**src/rtl/vga_timing_gen.sv**
```systemverilog
// VGA raster timing generator: pixel-rate divider, h/v counters with a graceful
// frame-boundary stop, and one-clock-lagged registered sync/DE/coordinate outputs.
module vga_timing_gen #(
  parameter int   CLK_DIV   = 4,
  parameter int   H_VISIBLE = 640,
  parameter int   H_FP      = 16,
  parameter int   H_SYNC    = 96,
  parameter int   H_BP      = 48,
  parameter int   V_VISIBLE = 480,
  parameter int   V_FP      = 10,
  parameter int   V_SYNC    = 2,
  parameter int   V_BP      = 33,
  parameter logic HS_POL    = 1'b0,
  parameter logic VS_POL    = 1'b0,
  parameter int   CW        = 10
) (
  input  logic          clk,
  input  logic          reset,
  input  logic          en,
  output logic          pix_tick,
  output logic          h_sync,
  output logic          v_sync,
  output logic          DE,
  output logic [CW-1:0] x_pixel,
  output logic [CW-1:0] y_pixel,
  output logic          line_start,
  output logic          frame_start,
  output logic          running
);

  localparam int H_TOTAL = H_VISIBLE + H_FP + H_SYNC + H_BP;
  localparam int V_TOTAL = V_VISIBLE + V_FP + V_SYNC + V_BP;
  localparam logic [CW-1:0] H_LAST   = CW'(H_TOTAL - 1);
  localparam logic [CW-1:0] V_LAST   = CW'(V_TOTAL - 1);
  localparam logic [CW-1:0] CNT_ONE  = CW'(1);
  localparam logic [3:0]    DIV_LAST = 4'(CLK_DIV - 1);

  typedef enum logic {IDLE = 1'b0, RUN = 1'b1} state_t;

  state_t        state_q, state_d;
  logic [3:0]    div_q, div_d;
  logic [CW-1:0] h_q, h_d, v_q, v_d;
  logic          tick_s, frame_end_s;

  logic          hs_q, hs_d, vs_q, vs_d, de_q, de_d, ls_q, ls_d, fs_q, fs_d;
  logic [CW-1:0] x_q, x_d, y_q, y_d;

  function automatic logic in_window(input logic [CW-1:0] cnt, input int lo, input int hi);
    return (int'(cnt) >= lo) && (int'(cnt) < hi);
  endfunction

  assign tick_s      = (state_q == RUN) && (div_q == DIV_LAST);
  assign frame_end_s = tick_s && (h_q == H_LAST) && (v_q == V_LAST);

  // State and raster counter registers.
  always_ff @(posedge clk or posedge reset) begin
    if (reset) begin
      state_q <= IDLE;
      div_q   <= 4'd0;
      h_q     <= '0;
      v_q     <= '0;
    end else begin
      state_q <= state_d;
      div_q   <= div_d;
      h_q     <= h_d;
      v_q     <= v_d;
    end
  end

  // Next-state and counter advance; a stop request only takes effect at the frame end.
  always_comb begin
    state_d = state_q;
    div_d   = 4'd0;
    h_d     = '0;
    v_d     = '0;
    case (state_q)
      IDLE: begin
        if (en) state_d = RUN;
        else    state_d = IDLE;
      end
      RUN: begin
        div_d = tick_s ? 4'd0 : div_q + 4'd1;
        if (tick_s) begin
          h_d = (h_q == H_LAST) ? '0 : h_q + CNT_ONE;
          if (h_q == H_LAST) v_d = (v_q == V_LAST) ? '0 : v_q + CNT_ONE;
          else               v_d = v_q;
        end else begin
          h_d = h_q;
          v_d = v_q;
        end
        if (frame_end_s && !en) state_d = IDLE;
        else                    state_d = RUN;
      end
      default: state_d = IDLE;
    endcase
  end

  // Output decode from the current counters; registered below, so outputs lag by one clk.
  always_comb begin
    hs_d = ~HS_POL;
    vs_d = ~VS_POL;
    de_d = 1'b0;
    x_d  = '0;
    y_d  = '0;
    ls_d = 1'b0;
    fs_d = 1'b0;
    if (state_q == RUN) begin
      hs_d = in_window(h_q, H_VISIBLE + H_FP, H_VISIBLE + H_FP + H_SYNC) ? HS_POL : ~HS_POL;
      vs_d = in_window(v_q, V_VISIBLE + V_FP, V_VISIBLE + V_FP + V_SYNC) ? VS_POL : ~VS_POL;
      de_d = in_window(h_q, 0, H_VISIBLE) && in_window(v_q, 0, V_VISIBLE);
      x_d  = h_q;
      y_d  = v_q;
      // div_q==0 marks the first clk of each pixel, so a pulse fires once per h=0.
      ls_d = (div_q == 4'd0) && (h_q == '0);
      fs_d = (div_q == 4'd0) && (h_q == '0) && (v_q == '0);
    end else begin
      hs_d = ~HS_POL;
      vs_d = ~VS_POL;
    end
  end

  // Registered output stage.
  always_ff @(posedge clk or posedge reset) begin
    if (reset) begin
      hs_q <= ~HS_POL;
      vs_q <= ~VS_POL;
      de_q <= 1'b0;
      x_q  <= '0;
      y_q  <= '0;
      ls_q <= 1'b0;
      fs_q <= 1'b0;
    end else begin
      hs_q <= hs_d;
      vs_q <= vs_d;
      de_q <= de_d;
      x_q  <= x_d;
      y_q  <= y_d;
      ls_q <= ls_d;
      fs_q <= fs_d;
    end
  end

  assign pix_tick    = tick_s;
  assign running     = (state_q == RUN);
  assign h_sync      = hs_q;
  assign v_sync      = vs_q;
  assign DE          = de_q;
  assign x_pixel     = x_q;
  assign y_pixel     = y_q;
  assign line_start  = ls_q;
  assign frame_start = fs_q;

endmodule
```
**config.mk**
```make
export PLATFORM = sky130hd
export DESIGN_NAME = vga_timing_gen
export DESIGN_NICKNAME = d
export VERILOG_FILES = /design/src/rtl/vga_timing_gen.sv
export SDC_FILE = /design/constraint.sdc
export NUM_CORES = 1
export LEC_CHECK = 0
export CELL_PAD_IN_SITES_DETAIL_PLACEMENT = 1
export CELL_PAD_IN_SITES_GLOBAL_PLACEMENT = 1
export CORE_UTILIZATION = 43
export CTS_CLUSTER_DIAMETER = 80
export DETAILED_ROUTE_END_ITERATION = 7
export PLACE_DENSITY = 0.76
export SLEW_MARGIN = 20
export SYNTH_ARGS = -nofsm -noshare
export SYNTH_HDL_FRONTEND = slang
export SYNTH_SLANG_ARGS = --single-unit
```
**constraint.sdc**
```tcl
create_clock -name clk -period 1.9 [get_ports clk]
set_input_delay 0.38 -clock clk [delete_from_list [all_inputs] [get_ports clk]]
set_output_delay 0.38 -clock clk [all_outputs]
set_load 0.01 [all_outputs]
```
== Yosys cells after proc, flatten, opt, wreduce, memory -nomap -nowiden ==
Cells that the tools add are included.

* Register bits after elaboration: 50
* Bits in latches: 0
* RAM bits: 0
* ROM bits: 0
* Memories kept: 0

* Add/sub/neg operators: 3
* Multiply operators: 0
* Divide/modulo/power cells: 0
* $lt $le $gt $ge: 6
* Equality and inequality tests: 5
* Shifts and indexed selects: 0
* Multiplexer cells: 21
* Bitwise operators: 1
* Reduce and logical (&&, ||, !) cells: 14

{| class="wikitable"
|+ Operators with widths
! operator !! count
|-
| $mux 10 || 9
|-
| $add 10x1->10 const B || 2
|-
| $eq 10x10->1 const B || 2
|-
| $logic_not 10->1 || 2
|-
| $lt 10x10->1 const B || 2
|-
| $lt 10x9->1 const B || 2
|-
| $ge 10x10->1 const B || 1
|-
| $ge 10x9->1 const B || 1
|-
| $logic_and 1x1->1 || 9
|-
| $mux 1 || 9
|-
| $mux 4 || 2
|-
| $add 4x1->4 const B || 1
|-
| $eq 4x2->1 const B || 1
|-
| $logic_not 4->1 || 1
|-
| $ne 2x1->1 const B || 2
|-
| $pmux 1 s2 || 1
|-
| $reduce_and 2->1 || 1
|-
| $logic_not 1->1 || 1
|-
| $not 1->1 || 1
|}

== Depth between registers and ports, before layout ==
* Depth in word-level cells: 7
* Gate-level depth with buffers: 6
* Depth with buffers taken out: 6

== Worst setup path after synthesis ==
OpenSTA, ideal clock, no wires.

* Kind: register to register
* From: reg div_q[0]
* To: reg h_q[7]
* Setup time: 0.127 ns
* Arrival: 1.599 ns
* Data required time: 1.773 ns
* Path slack: 0.174 ns
* Cell stages (with the launch flop): 7
* Buffers on the path: 1
* Period minus slack after synthesis: 1.726 ns
* Cell sequence: dfrtp_1 ha_1 or3b_1 buf_6 a2111oi_4 xnor2_1 nor2_1

* Cells in the longest elaborated chain, start to end: 3

{| class="wikitable"
|+ Ends and longest elaborated chain
! what !! line !! text
|-
| from (decl) || 41 || <nowiki>logic [3:0] div_q, div_d;</nowiki>
|-
| from (signal assigned) || 64 || <nowiki>div_q <= div_d;</nowiki>
|-
| $eq 4x2->1 || 52 || <nowiki>assign tick_s = (state_q == RUN) && (div_q == DIV_LAST);</nowiki>
|-
| $logic_and 1x1->1 || 52 ||
|-
| $ne 2x1->1 (no source line) || n/a ||
|-
| to (signal assigned) || 60 || <nowiki>h_q <= '0;</nowiki>
|-
| to (signal assigned) || 65 || <nowiki>h_q <= h_d;</nowiki>
|-
| to (decl) || 42 || <nowiki>logic [CW-1:0] h_q, h_d, v_q, v_d;</nowiki>
|}

No other way between the ends.
A chain may end at the register's enable or synchronous reset.

== Worst setup path after layout ==
* From: reg div_q[1]
* To: reg h_q[7]

The elaborated chain is that of the path after synthesis.

==> metrics <==
Fmax achieved 558 MHz; Clk pwr share 0.409; Final period util 0.943; outcome finished clean; register share of total power 0.575; max-cap viol count 0; GRT overflow 0; area share of the leading cell type in the synthesized netlist 0.508; vias in the first global route 1978; core area 5200 µm²; Tot Pwr 1.85 mW; Post-Syn Area per Cell 10.7 µm²; Die Wd 76.1 µm; Crit Path Class register to register; # clock sinks 50; area delta synth->final 28.5%; via/cell ratio 5.53; Synth area leader dfrtp_1; CTS tree built; Leak Pwr 1.37 nW; Initial DRC Count 134; Combinational Power Share 0.016; worst skew pair latency 310 ps; Post-route DRC 0; internal power 1.46 mW; WP data arrival 1990 ps; Synth Instances 220; diodes inserted 0; Post-synth top flop dfrtp_1; # nets final 284; Cell variety after synth 44; WP buf/inv 0; row count 26; clk root buf clkbuf_8; # IOs 30; Placed Cells 336; P per Cell Area 609 nW/µm²; Mapped Nets 230; post-synthesis sequential area ratio 0.530; RSZ-0062 raised after global routing no; CP Capture Type register; Post-Route Utilization 0.583; largest net degree at the start of global routing 51; final WL 6160 µm; WHS 425 ps; WL/cell 17.9 µm; number of synthesized register bits 50; CP max stage delay 470 ps; Critical Path RT 2100 ps; drt first pass iters 4; CTS max path bufs 2; Final Hold Viols 0; met2 routed WL 3150 µm; largest cells by area after synthesis dfrtp_1 51%, and2_1 4.2%, nand3_1 3.8%; antenna viol nets, final 0; Post-synth EDFFs 0; CP max-delay cell or3b_4; Worst-path clk slew 90 ps; HPWL Detailed 4220 µm; worst-path fanout max 9; switch share 0.208; met1 WL 2780 µm; Post-synth ARST share 1.00; Synthesis Warnings 0; post-route insts no fill 345; synthesized area 2360 µm²; max-slew violations 0; gpl congestion 0.825; worst slew pin tran 321 ps; initial antenna violation count 0; Max rail drop VDD 0.000327 V; Switch Pwr 385 µW; Die H 76.1 µm; Synth top cells by count 48 x dfrtp_1, 21 x nor2_1, 18 x nand3_1, 16 x and2_1, 14 x nand2_1; H-tree depth 2; initial cell density of the core 0.454; highest routed layer met4; GRT Total Usage 0.220; global-route wire length before repair 10100 µm; hold crit path type input port to async pin; Clock Skew 14.6 ps; worst-path cell chain ha_2 > or3b_4 > a2111oi_4 > xnor2_1 > nor2_1; port bufs 29; Via Count 1908; hold_buf cts 0; Tmin final 1790 ps; share of cells above drive strength 1 0.175; crit path launch type register; Final setup viols 0; CP delay by family, top simple AND/OR/NAND/NOR gates; Filler Cell Count 583; met3 WL 191 µm; Slew headroom 0.785; CTS buffer count 5; die area 5800 µm²; top-count cell post-synth dfrtp_1
## area by class of cell
type                       instances  area, µm²  area share
clock buffer                       5       68.8      0.0227
clock inverter                     3       45.0      0.0148
inverter                          12       45.0      0.0148
multi-input combinational        149       1030       0.340
sequential                        50       1250       0.413
tap                               70       87.6      0.0288
timing repair buffer              56        504       0.166
## cells in the final DEF (no fill, tap or decap), drive strengths merged, types with 7 or more instances in the layout
cell            n
buf            27
inv            12
nand4           8
o21ai           7
nor2           21
nand2          14
ha              7
nand3          19
dfrtp          48
and2           16
clkdlybuf4s50  28
## metrics by stage
stage / setup TNS (ps) / area (µm²) / setup slack, ps
finish: 0 / 3040 / 109
global route: 0 / 3040 / 5.28
CTS: 0 / 3020 / 105
detailed placement: -4.29 / 2900 / -4.29
global placement: 0 / 2900 / 74.4
floorplan: 0 / 2360 / 174
## final timing paths
| path | endpoint | slack [ps] | from | depth (start not counted) |
|---|---|---|---|---|
| max in group asynchronous | h_sync | 1190 | reset | 3 |
| worst min-delay path | y_pixel[5] | 420 | reset | 3 |
| worst max-delay path | h_q[7] | 110 | div_q[1] | 5 |
| worst max register to register | h_q[7] | 110 | div_q[1] | 5 |
| worst min register to register | v_q[0] | 540 | v_q[0] | 1 |
| min in group clk | v_q[0] | 540 | v_q[0] | 1 |
## per-layer routing
layer	GRT usage	vias to the layer above
met3	0.0323	5
li1	-	882
met4	0.0462	0
met5	0	-
met1	0.305	977
met2	0.368	44
## power groups by stage
stage,clock (mW),combinational (mW),sequential [mW]
4_1_cts,0.776,0.0312,1.06
6_report,0.756,0.0296,1.06
5_1_grt,0.814,0.0345,1.06
3_5_place_dp,0,0.0309,1.08
2_1_floorplan,0,0.0158,1.08
3_3_place_gp,0,0.0309,1.08
## state kept, by name, indices dropped and copies added (netlist names)
| signal | count |
|---|---|
| DE | 1 |
| x_pixel | 10 |
| line_start | 1 |
| v_sync | 1 |
| v_q | 10 |
| h_sync | 1 |
| h_q | 10 |
| frame_start | 1 |
| div_q | 4 |
| running | 1 |
| y_pixel | 10 |
## repair_timing
item	4_1_cts	5_1_grt
hold endpoints to repair	0	0
gates resized for setup	3	2
endpoints found under the setup margin	3	3
pin swaps	0	0
setup buffers	0	1
## cell families after synthesis
family	synth area share
and+or+nand+nor	0.257
DFF	0.530
AOI/OAI and AO/OA	0.0979
buffers and inverters	0.0402
xor gates and xnor gates	0.0333
adders and majority gates	0.0371
muxes	0.00424
## worst register-to-register path, stage by stage (launching register included)
cell and delay, ps:
dfrtp_1 380, ha_2 210, or3b_4 470, a2111oi_4 390, xnor2_1 180, nor2_1 60
(Power assumes the default switching activity.)
